File: config.mk
export PLATFORM = sky130hd
export DESIGN_NAME = hex_word_tx
export DESIGN_NICKNAME = d
export VERILOG_FILES = /design/src/rtl/hex_word_tx.sv
export SDC_FILE = /design/constraint.sdc
export NUM_CORES = 1
export LEC_CHECK = 0
export ABC_CLOCK_PERIOD_IN_PS = 2050
export CAP_MARGIN = 20
export CORE_AREA = 4 4 92 94
export CTS_CLUSTER_SIZE = 14
export DETAILED_ROUTE_END_ITERATION = 8
export DIE_AREA = 0 0 96 98
export HOLD_SLACK_MARGIN = 0.12
export PLACE_DENSITY = 0.66
export SYNTH_ARGS = -nofsm -noshare
export SYNTH_HDL_FRONTEND = slang
export SYNTH_SLANG_ARGS = --single-unit
File: constraint.sdc
create_clock -name i_clk -period 2.05 [get_ports i_clk]
set_input_delay 0.5125 -clock i_clk [delete_from_list [all_inputs] [get_ports i_clk]]
set_output_delay 0.5125 -clock i_clk [all_outputs]
set_load 0.1 [all_outputs]
File: src/rtl/hex_word_tx.sv
// Prints a 32-bit word as 8 ASCII hex digits plus a line terminator,
// handing one byte at a time to a downstream UART transmitter.
module hex_word_tx #(
    parameter bit UPPERCASE = 1'b1,
    parameter bit CRLF      = 1'b1
) (
    input  logic        i_clk,
    input  logic        i_rst_n,
    input  logic [31:0] i_word,
    input  logic        i_stb,
    output logic        o_busy,
    output logic [7:0]  o_tx_data,
    output logic        o_tx_stb,
    input  logic        i_tx_busy
);

    typedef enum logic [1:0] {
        IDLE = 2'd0,
        SEND = 2'd1,
        GAP  = 2'd2
    } state_t;

    localparam logic [3:0] LAST_IDX = CRLF ? 4'd9 : 4'd8;

    state_t      r_state;
    state_t      w_state_nxt;
    logic [3:0]  r_idx;
    logic [3:0]  w_idx_nxt;
    logic [31:0] r_word;
    logic [31:0] w_word_nxt;
    logic [7:0]  r_tx_data;
    logic [7:0]  w_tx_data_nxt;
    logic        r_tx_stb;
    logic        w_tx_stb_nxt;
    logic        r_busy;

    function automatic logic [7:0] nibble_to_ascii(input logic [3:0] nib);
        if (nib < 4'd10) begin
            return 8'h30 + {4'h0, nib};
        end else if (UPPERCASE) begin
            return 8'h41 + {4'h0, nib - 4'd10};
        end else begin
            return 8'h61 + {4'h0, nib - 4'd10};
        end
    endfunction

    function automatic logic [7:0] record_byte(input logic [31:0] word, input logic [3:0] idx);
        case (idx)
            4'd0:    return nibble_to_ascii(word[31:28]);
            4'd1:    return nibble_to_ascii(word[27:24]);
            4'd2:    return nibble_to_ascii(word[23:20]);
            4'd3:    return nibble_to_ascii(word[19:16]);
            4'd4:    return nibble_to_ascii(word[15:12]);
            4'd5:    return nibble_to_ascii(word[11:8]);
            4'd6:    return nibble_to_ascii(word[7:4]);
            4'd7:    return nibble_to_ascii(word[3:0]);
            4'd8:    return CRLF ? 8'h0D : 8'h0A;
            4'd9:    return 8'h0A;
            default: return 8'h0A;
        endcase
    endfunction

    // Next-state, index, latched word and strobe/data decode.
    always_comb begin
        w_state_nxt   = r_state;
        w_idx_nxt     = r_idx;
        w_word_nxt    = r_word;
        w_tx_data_nxt = r_tx_data;
        w_tx_stb_nxt  = 1'b0;
        case (r_state)
            IDLE: begin
                if (i_stb) begin
                    w_word_nxt  = i_word;
                    w_idx_nxt   = 4'd0;
                    w_state_nxt = SEND;
                end else begin
                    w_state_nxt = IDLE;
                end
            end
            SEND: begin
                if (!i_tx_busy) begin
                    w_tx_stb_nxt  = 1'b1;
                    w_tx_data_nxt = record_byte(r_word, r_idx);
                    w_state_nxt   = GAP;
                end else begin
                    w_state_nxt = SEND;
                end
            end
            GAP: begin
                // One idle cycle lets the downstream busy flag rise before SEND samples it.
                if (r_idx == LAST_IDX) begin
                    w_state_nxt = IDLE;
                end else begin
                    w_idx_nxt   = r_idx + 4'd1;
                    w_state_nxt = SEND;
                end
            end
            default: begin
                w_state_nxt = IDLE;
                w_idx_nxt   = 4'd0;
            end
        endcase
    end

    // State and output registers with asynchronous reset.
    always_ff @(posedge i_clk or negedge i_rst_n) begin
        if (!i_rst_n) begin
            r_state   <= IDLE;
            r_idx     <= 4'd0;
            r_word    <= 32'h0000_0000;
            r_tx_data <= 8'h00;
            r_tx_stb  <= 1'b0;
            r_busy    <= 1'b0;
        end else begin
            r_state   <= w_state_nxt;
            r_idx     <= w_idx_nxt;
            r_word    <= w_word_nxt;
            r_tx_data <= w_tx_data_nxt;
            r_tx_stb  <= w_tx_stb_nxt;
            r_busy    <= (w_state_nxt != IDLE);
        end
    end

    assign o_busy    = r_busy;
    assign o_tx_data = r_tx_data;
    assign o_tx_stb  = r_tx_stb;

endmodule
# ---- Yosys cells after proc, flatten, opt, wreduce, memory -nomap -nowiden
# Cells that the tools add are included.
# Widths: inputs -> output; s select.
dict set report classes {
  eq_ne 13
  n_lt_le_gt_ge 8
  n_addsub 25
  mux 18
  n_bitwise 2
  n_reduce_logical 6
}
# cell count
set ops {}
lappend ops {{$pmux 8 s9} 1}
lappend ops {{$add 7x4->8 const A} 8}
lappend ops {{$mux 8} 8}
lappend ops {{$add 6x4->7 const A} 8}
lappend ops {{$lt 4x4->1 const B} 8}
lappend ops {{$sub 4x4->4 const B} 8}
lappend ops {{$eq 4x3->1 const B} 4}
lappend ops {{$pmux 4 s3} 1}
lappend ops {{$eq 4x2->1 const B} 2}
lappend ops {{$eq 4x4->1 const B} 2}
lappend ops {{$mux 4} 2}
lappend ops {{$pmux 2 s3} 1}
lappend ops {{$add 4x1->4 const B} 1}
lappend ops {{$eq 4x1->1 const B} 1}
lappend ops {{$logic_not 4->1} 1}
lappend ops {{$mux 1} 4}
lappend ops {{$ne 2x2->1 const B} 2}
lappend ops {{$reduce_and 2->1} 2}
lappend ops {{$reduce_and 3->1} 1}
lappend ops {{$eq 2x1->1 const B} 1}
lappend ops {{$eq 2x2->1 const B} 1}
lappend ops {{$logic_not 2->1} 1}
lappend ops {{$mux 2} 1}
lappend ops {{$not 1->1} 2}
lappend ops {{$reduce_bool 2->1} 1}
dict set report totals {
  reg_bits 48
  elab_cells 78
}

# ---- Longest topological paths before layout
dict set report depth {
  depth_word 4
  mapped_depth 8
}

# ---- Worst setup path after synthesis
# No wires, ideal clock.
dict set report synth_timing {
  path_type {register -> register}
  start {reg r_idx[0]}
  end {reg r_tx_data[3] (netlist: o_tx_data[3])}
  path_buffers 1
  setup_slack_ps 306
  arrival_time_ps 1618
  period_less_slack_ps 1744
  stages_incl_launch_ff 9
  required_ps 1924
  cell_sequence {dfrtp_1 > inv_1 > ha_1 > and3b_1 > clkbuf_1 > and2_1 > nand2_1 > nand4_1 > o32a_1}
}
dict set report synth_between {
  elab_chain_len 2
}
# element line_no
set synth_lines {}
lappend synth_lines {{start, declared} 27} ;# logic [3:0] r_idx;
lappend synth_lines {{start signal, assigned} 116} ;# r_idx <= w_idx_nxt;
lappend synth_lines {{$eq 4x4->1, or another cell as far along} 48} ;# case (idx)
lappend synth_lines {{$pmux 8 s9 (*)} 48}
lappend synth_lines {{end signal, assigned} 118} ;# r_tx_data <= w_tx_data_nxt;
lappend synth_lines {{end, declared} 31} ;# logic [7:0] r_tx_data;
# Every way passes the cells marked *; elsewhere a longest branch is shown, timed or not.
# A chain may end at the register's enable or synchronous reset.

# ---- Final worst setup path
dict set report layout_timing {
  start {reg r_idx[1]}
  end {reg r_tx_data[2] (netlist: o_tx_data[2])}
}
# Same word-level chain as after synthesis.

==> metrics.txt <==
Critical R2R Launch=r_idx[1]; vias in the first global route=2890; Synth Instances=364; HPWL Detailed=7.36 mm; clock sinks=47; Placed Cells=525; Detailed Route WL=9.34 mm; setup slack, reg-to-reg=-0.008 ns; layout cell share with drive strength beyond 1=18.5%; initial antenna violation count=0; Fmax achieved=486 MHz; Yosys cell types=53; max-capacitance violation count=0; fin crit share=100%; drt via density=5.58; synthesized area=0.00334 sq mm; Final Non-Filler Cells=534; Rows=32; P_leak=0.00185 uW; Synth Flop Type=dfrtp_1; Nets=495; Setup crit start kind=flip-flop; CTS tree=done; Ys Warns=0; pin count of the biggest net entering global routing=42; First-pass DRT Iterations=5; IO Count=46; CTS root buffer=clkbuf_8; diode count=0; Clock Latency Late Sink=0.31 ns; highest metal used=met4; status=finished with violations; Post-DRT Antenna Nets=0; Reg-to-Reg End=o_tx_data[2]; cts hold-fix bufs=0; Pins Over Slew Limit=0; WL per Instance=17.5 microns; P per Cell Area=1600 mW/mm^2; Initial Util=43.7%; Die Wd=96 microns; Slew Limit Headroom=59.3%; most frequent cells in the layout=dfrtp_1, nand2_1, buf_4; clk_skew=0.00661 ns; syn nets=428; wire length on met2=4.58 mm; most common cell after layout, fill and taps aside=dfrtp_1; clock slew at reported path FFs=0.09 ns; Worst Tran Pin Value=0.610 ns; CP max FO=6; final hold vios=0; met3 wire length=447 microns; HP Class=input pin to async pin; #FFs+latches synth=47; WP data arrival=2.30 ns; gpl congestion=1.00; die area=0.00941 sq mm; Setup CP Type=flip-flop to flip-flop; R2R depth=8; wire length on met1=4.15 mm; die height=98 microns; first element of the critical path=r_idx[1]; Seq/Total Area, Yosys=35.2%; Area growth syn-to-layout=27.3%; final period demand of the worst path=2.06 ns; Post-synth EDFFs=0; setup TNS=-0.00800 ns; grt ovf=0; Post-synth ARST share=100%; H-tree levels=2; via count=2980; peak supply drop=0.579 mV; CP required=2.29 ns; final setup fails=1; Total GRT Usage=20.3%; worst setup margin=-0.00800 ns; port bufs=44; CTS Buf Count=5; failing checks=negative setup slack; Total Power=6800 uW; core area=0.00765 sq mm; Worst setup endpoint=o_tx_data[2]; first-pass GRT wire length=14.8 mm; clock buffer depth=2; Initial DRC Count=135; Mapped Avg Cell Area=9.17 sq um; drt drc=0; unrepaired setup endpoints after global routing=true; Critical Path Sink Type=flip-flop
critical path, cell delays in order, from the launching register on:
cell and delay [ns]:
dfrtp_1 0.39, inv_1 0.10, ha_2 0.27, or3b_1 0.39
or3_1 0.40, o221ai_1 0.10, nor4_2 0.09, buf_4 0.14
o21ai_1 0.10
synthesized netlist by cell type (4+ instances only):
master	n	area share, %
nand4_1	5	0.94
and3_1	4	0.75
and3b_1	4	1.0
o21ai_0	30	4.5
a21oi_1	10	1.5
xnor2_1	14	3.7
nand3b_1	5	1.1
nand3_1	24	3.6
inv_1	25	2.8
o21a_1	4	0.90
buf_2	5	0.75
a22oi_1	5	1.1
o22ai_1	6	1.1
clkbuf_1	8	0.90
nor2b_1	5	0.94
dfrtp_1	47	35
nor2_1	7	0.79
a32oi_1	4	1.0
nand2_1	40	4.5
xor2_1	12	3.1
nor3b_2	4	1.5
o2111ai_1	5	1.3
mux2_2	13	4.4
nand4b_1	5	1.3
o211ai_1	4	0.90
ha_1	28	10
cell families after synthesis:
| group | count (synthesis) | synth area share [%] |
|---|---|---|
| buf+inv | 43 | 5.62 |
| other cells | 1 | 0.112 |
| xor+xnor | 26 | 6.82 |
| fa+ha+maj | 28 | 10.5 |
| flops | 47 | 35.2 |
| simple gates | 121 | 21.0 |
| mux | 14 | 4.68 |
| compound gates | 84 | 16.0 |
cell type report:
type                    instances  area [sq um]
clock inverters                 2          35.0
inverters                      27           106
repair buffers                 76           691
fillers                       723          3400
multi-input cells             274          2030
clock buffers                   6          82.6
flip-flops and latches         47          1180
well taps                     102           128
flip-flops by register name, indices dropped and copies added, names as in the netlist:
signal     count
o_tx_data      7
o_tx_stb       1
r_word        32
r_state        2
r_idx          4
o_busy         1
routing by layer:
metal	global-route usage, %	vias up
li1	-	1433
met1	27.5	1437
met2	33.6	90
met3	2.70	20
met4	5.58	0
met5	0	-
how the worst min path moves through the flow:
stage / from / slack, ns / end
after floorplan: i_rst_n / 0.22 / o_busy
after global placement: o_tx_data[5] / 0.46 / o_tx_data[5]
after detailed placement: o_tx_data[5] / 0.47 / o_tx_data[5]
after CTS: i_rst_n / 0.23 / r_state[0]
after global routing: i_rst_n / 0.25 / r_state[0]
final: i_rst_n / 0.20 / r_state[0]
stage by stage:
step | utilization (%) | setup slack [ns] | instance area, sq um | hold WS (ns)
after floorplan | - | 0.306 | 3340 | 0.217
after global placement | 53.3 | -0.0770 | 4080 | 0.460
after detailed placement | 53.3 | -0.000660 | 4080 | 0.471
after CTS | 54.9 | 0.0345 | 4200 | 0.231
after global routing | 55.6 | -0.0935 | 4250 | 0.253
final | 55.6 | -0.00800 | 4250 | 0.203
where the power goes:
| part | internal [uW] | switching [uW] |
|---|---|---|
| clock | 395 | 335 |
| combinational | 1760 | 2390 |
| sequential | 1350 | 562 |
what timing repair did:
item / in CTS / in global routing
buffers inserted: 0 / 1
endpoints found under the setup margin: 1 / 6
hold endpoints to repair: 0 / 0
gates resized for setup: 2 / 8
Note: power is estimated with default switching activity, not from simulation.
